<file path="config.mk">
export PLATFORM = sky130hd
export DESIGN_NAME = simon_control_core
export DESIGN_NICKNAME = d
export VERILOG_FILES = /design/src/rtl/simon_control_core.sv
export SDC_FILE = /design/constraint.sdc
export NUM_CORES = 1
export LEC_CHECK = 0
export CORE_ASPECT_RATIO = 0.7
export CORE_MARGIN = 2
export CORE_UTILIZATION = 45
export DETAILED_ROUTE_END_ITERATION = 10
export HOLD_SLACK_MARGIN = 0.15
export PLACE_DENSITY = 0.75
export SYNTH_ARGS = -nofsm -noshare
export SYNTH_HDL_FRONTEND = slang
export SYNTH_SLANG_ARGS = --single-unit
</file>
<file path="constraint.sdc">
create_clock -name clk -period 2.3 [get_ports clk]
set_clock_uncertainty 0.1 [all_clocks]
set_input_delay 0.46 -clock clk [delete_from_list [all_inputs] [get_ports clk]]
set_output_delay 0.46 -clock clk [all_outputs]
set_load 0.02 [all_outputs]
</file>
<file path="src/rtl/simon_control_core.sv">
// SIMON32/64 iterative encryption core: one round per clock, key schedule computed on the fly.
// Define SIMON_CIPHER_MASK_EN to force cipher to zero until the final result is available.
module simon_control_core #(
  parameter int unsigned N = 16,
  parameter int unsigned M = 4,
  parameter int unsigned T = 32
) (
  input  logic                     clk,
  input  logic                     nReset,
  input  logic [2*N-1:0]           plain,
  input  logic [M-1:0][N-1:0]      key,
  output logic [2*N-1:0]           cipher,
  output logic                     done,
  output logic signed [31:0]       count
);

  localparam int unsigned ZLEN = 62;
  localparam logic [ZLEN-1:0] Z0 =
    62'b11111010001001010110000111001101111101000100101011000011100110;
  localparam logic [N-1:0] KCONST = N'(3);

`ifdef SIMON_CIPHER_MASK_EN
  localparam bit MASK = 1'b1;
`else
  localparam bit MASK = 1'b0;
`endif

  typedef enum logic [1:0] {LOAD, RUN, DONE} state_t;

  state_t               state;
  logic [N-1:0]         x, y;
  logic [M-1:0][N-1:0]  kwin;
  logic [5:0]           zidx;

  logic [N-1:0]         x_next, k_next, tmp0, tmp1;
  logic                 zbit;

  function automatic logic [N-1:0] rol(input logic [N-1:0] v, input int unsigned s);
    return (v << s) | (v >> (N - s));
  endfunction

  function automatic logic [N-1:0] ror(input logic [N-1:0] v, input int unsigned s);
    return (v >> s) | (v << (N - s));
  endfunction

  // Round function and next key word; z0 is indexed from its leftmost bit.
  always_comb begin
    x_next = y ^ (rol(x, 1) & rol(x, 8)) ^ rol(x, 2) ^ kwin[0];
    tmp0   = ror(kwin[M-1], 3) ^ kwin[1];
    tmp1   = tmp0 ^ ror(tmp0, 1);
    zbit   = Z0[6'(ZLEN - 1) - zidx];
    k_next = ~kwin[0] ^ tmp1 ^ {{(N-1){1'b0}}, zbit} ^ KCONST;
  end

  always_ff @(posedge clk) begin
    if (nReset) begin
      state  <= LOAD;
      x      <= '0;
      y      <= '0;
      kwin   <= '0;
      zidx   <= '0;
      count  <= '0;
      done   <= 1'b0;
      cipher <= '0;
    end else begin
      case (state)
        LOAD: begin
          x      <= plain[2*N-1:N];
          y      <= plain[N-1:0];
          kwin   <= key;
          zidx   <= '0;
          count  <= '0;
          cipher <= MASK ? '0 : plain;
          state  <= RUN;
        end
        RUN: begin
          x     <= x_next;
          y     <= x;
          kwin  <= {k_next, kwin[M-1:1]};
          zidx  <= (zidx == 6'(ZLEN - 1)) ? 6'd0 : zidx + 6'd1;
          count <= count + 32'sd1;
          // Final round: publish the result in both builds.
          if (count == 32'(T - 1)) begin
            state  <= DONE;
            done   <= 1'b1;
            cipher <= {x_next, x};
          end else begin
            cipher <= MASK ? '0 : {x_next, x};
          end
        end
        DONE: begin
          state <= DONE;
        end
        default: state <= LOAD;
      endcase
    end
  end

endmodule

</file>
# ---- Word level (Yosys, flattened, before mapping)
# Memories as Yosys holds them, arrays and structs flattened.
# Cells that the tools add are included.
dict set report totals {
  reg_bits 169
  romBits 64
  memories 1
}
# name words word_bits rd rd_ports_with_merged_regs write_ports line
set memory_table {}
lappend memory_table {{(name not given)} 64 1 1 0 0 51} ;# zbit = Z0[6'(ZLEN - 1) - zidx];
dict set report classes {
  n_addsub 3
  magnitude_cmp 1
  n_eq_ne 5
  mux 10
  bitwise 15
  n_reduce_logical 3
}
# cell count
set ops {}
lappend ops {{one-hot mux 32 bit (2 select lines)} 2}
lappend ops {{one-hot mux 64 bit (2 select lines)} 1}
lappend ops {{bitwise XOR 16 bit} 6}
lappend ops {{one-hot mux 16 bit (2 select lines)} 2}
lappend ops {{adder 32 x 2 -> 32 bit, second input constant} 1}
lappend ops {{== test 32 x 5 -> 1 bit, second input constant} 1}
lappend ops {{bitwise AND 16 bit} 1}
lappend ops {{NOT 16 bit} 1}
lappend ops {{OR 13 x 16 -> 16 bit} 1}
lappend ops {{OR 15 x 16 -> 16 bit} 1}
lappend ops {{OR 16 x 1 -> 16 bit} 1}
lappend ops {{OR 16 x 2 -> 16 bit} 1}
lappend ops {{OR 16 x 8 -> 16 bit} 1}
lappend ops {{bitwise XOR 16 x 1 -> 16 bit} 1}
lappend ops {{one-hot mux 6 bit (2 select lines)} 1}
lappend ops {{less-than comparator 6 x 7 -> 1 bit, second input constant} 1}
lappend ops {{adder 6 x 1 -> 6 bit, second input constant} 1}
lappend ops {{== test 6 bit, second input constant} 1}
lappend ops {{2-to-1 mux 6 bit} 1}
lappend ops {{one-hot mux 2 bit (3 select lines)} 1}
lappend ops {{subtractor 6 bit, first input constant} 1}
lappend ops {{== test 2 x 1 -> 1 bit, second input constant} 1}
lappend ops {{== test 2 bit, second input constant} 1}
lappend ops {{zero test 2 bit} 1}
lappend ops {{6 further kinds} 6}

# ---- Logic depth before layout (Yosys ltp)
dict set report depth {
  depth_word 8
  mapped_depth 9
}

# ---- Worst setup path after synthesis
# Ideal clock, no wire load.
dict set report synth_path {
  path_kind {reg2reg}
  from {register zidx[0]}
  to {register kwin[48] in the netlist's numbering}
  t_arrival_ps 2207
  slack_ps -119
  path_stages_with_launch 9
  path_buffers 1
  synth_period_minus_slack_ps 2419
  cell_sequence {dfxtp_1 clkdlybuf4s18_2 inv_1 ha_1 and2b_2 a21oi_1 mux4_2 a211o_1 a2111oi_1}
}
dict set report synth_via {
  elab_chain_len 6
}
# item line
set synth_lines {}
lappend synth_lines {{start, declared} 33} ;# logic [5:0] zidx;
lappend synth_lines {{start signal, assigned} 80} ;# zidx <= (zidx == 6'(ZLEN - 1)) ? 6'd0 : zidx + 6'd1;
lappend synth_lines {{subtractor 6 bit} 51}
lappend synth_lines {{memory read (64 x 1 bit)} -}
lappend synth_lines {{2-to-1 mux 1 bit (implied by the code)} 51}
lappend synth_lines {{bitwise XOR 16 x 1 -> 16 bit} 52} ;# k_next = ~kwin[0] ^ tmp1 ^ {{(N-1){1'b0}}, zbit} ^ KCONST;
lappend synth_lines {{NOT 2 bit (no source line)} -}
lappend synth_lines {{one-hot mux 64 bit (2 select lines)} 66} ;# case (state)
lappend synth_lines {{end signal, assigned} 70} ;# kwin <= key;
lappend synth_lines {{end signal, assigned} 79} ;# kwin <= {k_next, kwin[M-1:1]};
lappend synth_lines {{end, declared} 32} ;# logic [M-1:0][N-1:0] kwin;
# No other way between the ends. The select of a mux whose other input is x is not followed.
# A chain may end at the register's enable or synchronous reset.

# ---- Worst setup path in the final report
dict set report layout_path {
  from {register zidx[1]}
  to {register kwin[48] in the netlist's numbering}
}
# Same word-level chain as after synthesis.

==> results.cfg <==
[power_and_ir_drop]
pwr-share-seq = 0.295
pwr-share-comb = 0.504
switching_share = 0.3994
power.total_uw = 13270
irDropWorstVdd_mv = 0.6567
internal-power_uw = 7970
netSwitchingPower_uw = 5301
leakagePower_uw = 0.003987
p_per_area_mw_per_mm2 = 1290
p_clk_frac = 0.201

[floorplan]
ios = 163
die_w_microns = 159.9
start_util = 0.4643
coreArea_sq_mm = 0.01649
rows = 39
die_y_microns = 113.1
die_area_sq_mm = 0.01809

[synth]
async_reset_ff_frac = 0
yosysSeqAreaShare = 0.3582
synth-main-ff-cell = dfxtp_1
ys.warnings.count = 0
netlist_area_sq_mm = 0.007657
synthCells = 898
ys_types = 55
synth_nets = 1008
synth_edf_count = 0
yosys_register_bits = 137
syn_avg_cell_area_sq_um = 8.527

[routing]
wl_per_cell_microns = 17.34
vias = 7014
drt_first_pass_iters = 5
drtIter0Drc = 599
highest_layer = met4
wl_met1_mm = 10.59
post-route-drc-count = 0
ant_nets = 0
via_per_inst = 5.433
met3WireLength_mm = 2.022
wirelength_mm = 22.38
route.met2.wl_mm = 9.527

[clock_network]
cts-root-buf = clkbuf_16
clk_path_buf_depth = 2
cts.reportedPaths.clkPinSlew_ns = 0.06
cts_buffers = 17
postCtsHoldBufs = 0
h-tree-depth = 4
cts_tree = yes
clk_latency_ns = 0.42
cts_sinks = 137

[placement]
gp_congestion = 0.8792
place_inst = 1258
dp_hpwl_mm = 15.43
port-buffer-count = 162

[setup_path]
end_kind = flop
cp.required_ns = 2.52
cp_max_fo = 5
crit_type = reg2reg
cp_slowest_cell = mux4_2
slowest_delay_ns = 0.51
cp-start-kind = flop
worst_ep_arrival_time_ns = 2.53
path_cells = inv_2 -> buf_4 -> ha_4 -> and2b_2 -> a21oi_1 -> mux4_2 -> a211o_1 -> a2111oi_4

[timing]
setup-violations-final = 1
finalHoldWorstSlack_ns = 0.3871
max_freq_mhz = 433.2
hold_viol_final = 0
worst_slew_pin_slew_ns = 0.5180
fin_ws_ns = -0.008580
slew_headroom = 0.6547
period_needed_ns = 2.309
rsz0062_at_grt = true
slew_violations = 0
finalCritPeriodShare = 1.004

[layout]
drive_gt1_frac = 0.09662
n_fill_cell = 1427
layoutNonFillerInstCount = 1291
num_antenna_cells = 0
area_delta_synth_final_pct = 34.35
final_nets = 1164

[min_path]
min_path_type = reg2reg

[grt]
globalRouteTotalUtil = 0.2465
grt_max_degree = 115
grt_antenna_before_repair = 0
grt_first_pass_wirelength_mm = 35.06
grt_pass1_vias = 6424
grt_overflow = 0

[outcome]
status = complete, but fails checks
violations = negative setup slack

[job]
drv_cap = 0
-- sequential cells by signal (all words and copies together), names as in the netlist --
signal / flops
kwin: 64
done: 1
zidx: 6
count: 32
state: 2
cipher: 32
-- critical path: cells and delay by family (launching register included) --
kind	cells	cell delay [ns]
and+or+nand+nor	1	0.16
adders and majority gates	1	0.26
muxes	1	0.51
buffers and inverters	2	0.20
DFF	1	0.33
AOI/OAI and AO/OA	3	0.65
-- cells in the mapped netlist, types with 4 or more instances --
library cell  count  share of area
mux2_2            8          0.012
a311oi_1          4         0.0046
ha_1             12          0.020
xnor2_1          81          0.093
dfxtp_1         137           0.36
o211ai_1          5         0.0049
nor3_1            5         0.0033
nand3b_1          4         0.0039
a211oi_1         67          0.066
buf_2             7         0.0046
nand4_1          12         0.0098
nand3_1          15         0.0098
nor3b_1           5         0.0049
or4_1             5         0.0049
mux2i_1          69          0.090
inv_1             8         0.0039
nor2b_1          37          0.030
a21oi_1          86          0.056
nand2_1          36          0.018
clkbuf_1         43          0.021
nor2_1          150          0.074
nor4_1            7         0.0057
buf_1             7         0.0034
or3_1             7         0.0057
o311ai_0          5         0.0057
and3_1            4         0.0033
xor2_1           21          0.024
-- stage by stage --
| stage | worst slack (ns) | utilization | instance area, sq um | TNS, ns |
|---|---|---|---|---|
| 2_1_floorplan | 0.01259 | - | 7656 | 0 |
| 3_3_place_gp | 0.005923 | 0.5838 | 9629 | 0 |
| 3_5_place_dp | -0.05815 | 0.5838 | 9629 | -0.05815 |
| 4_1_cts | 0.03218 | 0.6197 | 10220 | 0 |
| 5_1_grt | -0.08130 | 0.6237 | 10290 | -0.08130 |
| 6_report | -0.008580 | 0.6237 | 10290 | -0.008580 |
-- layout make-up --
cell class | instances | area [sq um] | area share
multi-input cells | 688 | 4673 | 0.4543
flip-flops and latches | 137 | 2745 | 0.2668
repair buffers | 202 | 1994 | 0.1939
clock buffers | 22 | 464.2 | 0.04512
well taps | 225 | 281.5 | 0.02737
clock inverters | 9 | 98.84 | 0.009608
inverters | 8 | 30.03 | 0.002919
-- what timing repair did --
item / 4_1_cts / 5_1_grt
hold endpoints to repair: 0 / 0
setup endpoints to repair: 1 / 1
setup buffers: 0 / 2
gates resized for setup: 5 / 8
pin swaps: 0 / 3
-- path summary, 6_finish.rpt --
kind	slack [ns]	endpoint	startpoint	cells after the start
worst min register to register	0.39	kwin[24]	kwin[40]	2
worst min-delay path	0.39	kwin[24]	kwin[40]	2
worst max-delay path	-0.009	kwin[48]	zidx[1]	8
worst max register to register	-0.009	kwin[48]	zidx[1]	8
-- power by group through the flow --
stage,clock [uW],sequential (uW),combinational (uW)
final,2660,3920,6690
after global routing,2810,4000,7320
after CTS,2690,3910,6630
after detailed placement,0,3950,6550
after global placement,0,3940,6460
after floorplan,0,3940,4650
-- placed cells by master, fill, tap and decap left out, drive strengths merged, types with 5 or more instances in the layout --
master,synthesis,final
nor4,7,7
clkbuf,46,22
xnor2,81,81
nor3b,5,5
nand4,12,12
nand2,36,36
a21oi,86,86
nand3,15,15
buf,18,41
ha,12,12
xor2,21,21
clkinv,0,7
o211ai,5,5
nor3,7,7
a211oi,67,67
clkdlybuf4s50,0,161
or3,7,7
inv,8,8
mux2i,69,69
o311ai,5,5
dfxtp,137,137
nor2,150,150
or4,5,5
mux2,8,8
nor2b,37,37
-- per-layer routing --
layer	GRT usage	vias up
met3	0.07918	15
met1	0.3517	3271
met5	0	-
li1	-	3467
met4	0.05826	0
met2	0.3616	261
-- cells by family after synthesis --
group,synth area share
xor gates and xnor gates,0.1199
DFF,0.3582
muxes,0.1049
buffers and inverters,0.04510
AOI/OAI and AO/OA,0.1609
and+or+nand+nor,0.1913
adders and majority gates,0.01961
No activity file was read; power rests on OpenSTA's default activity.
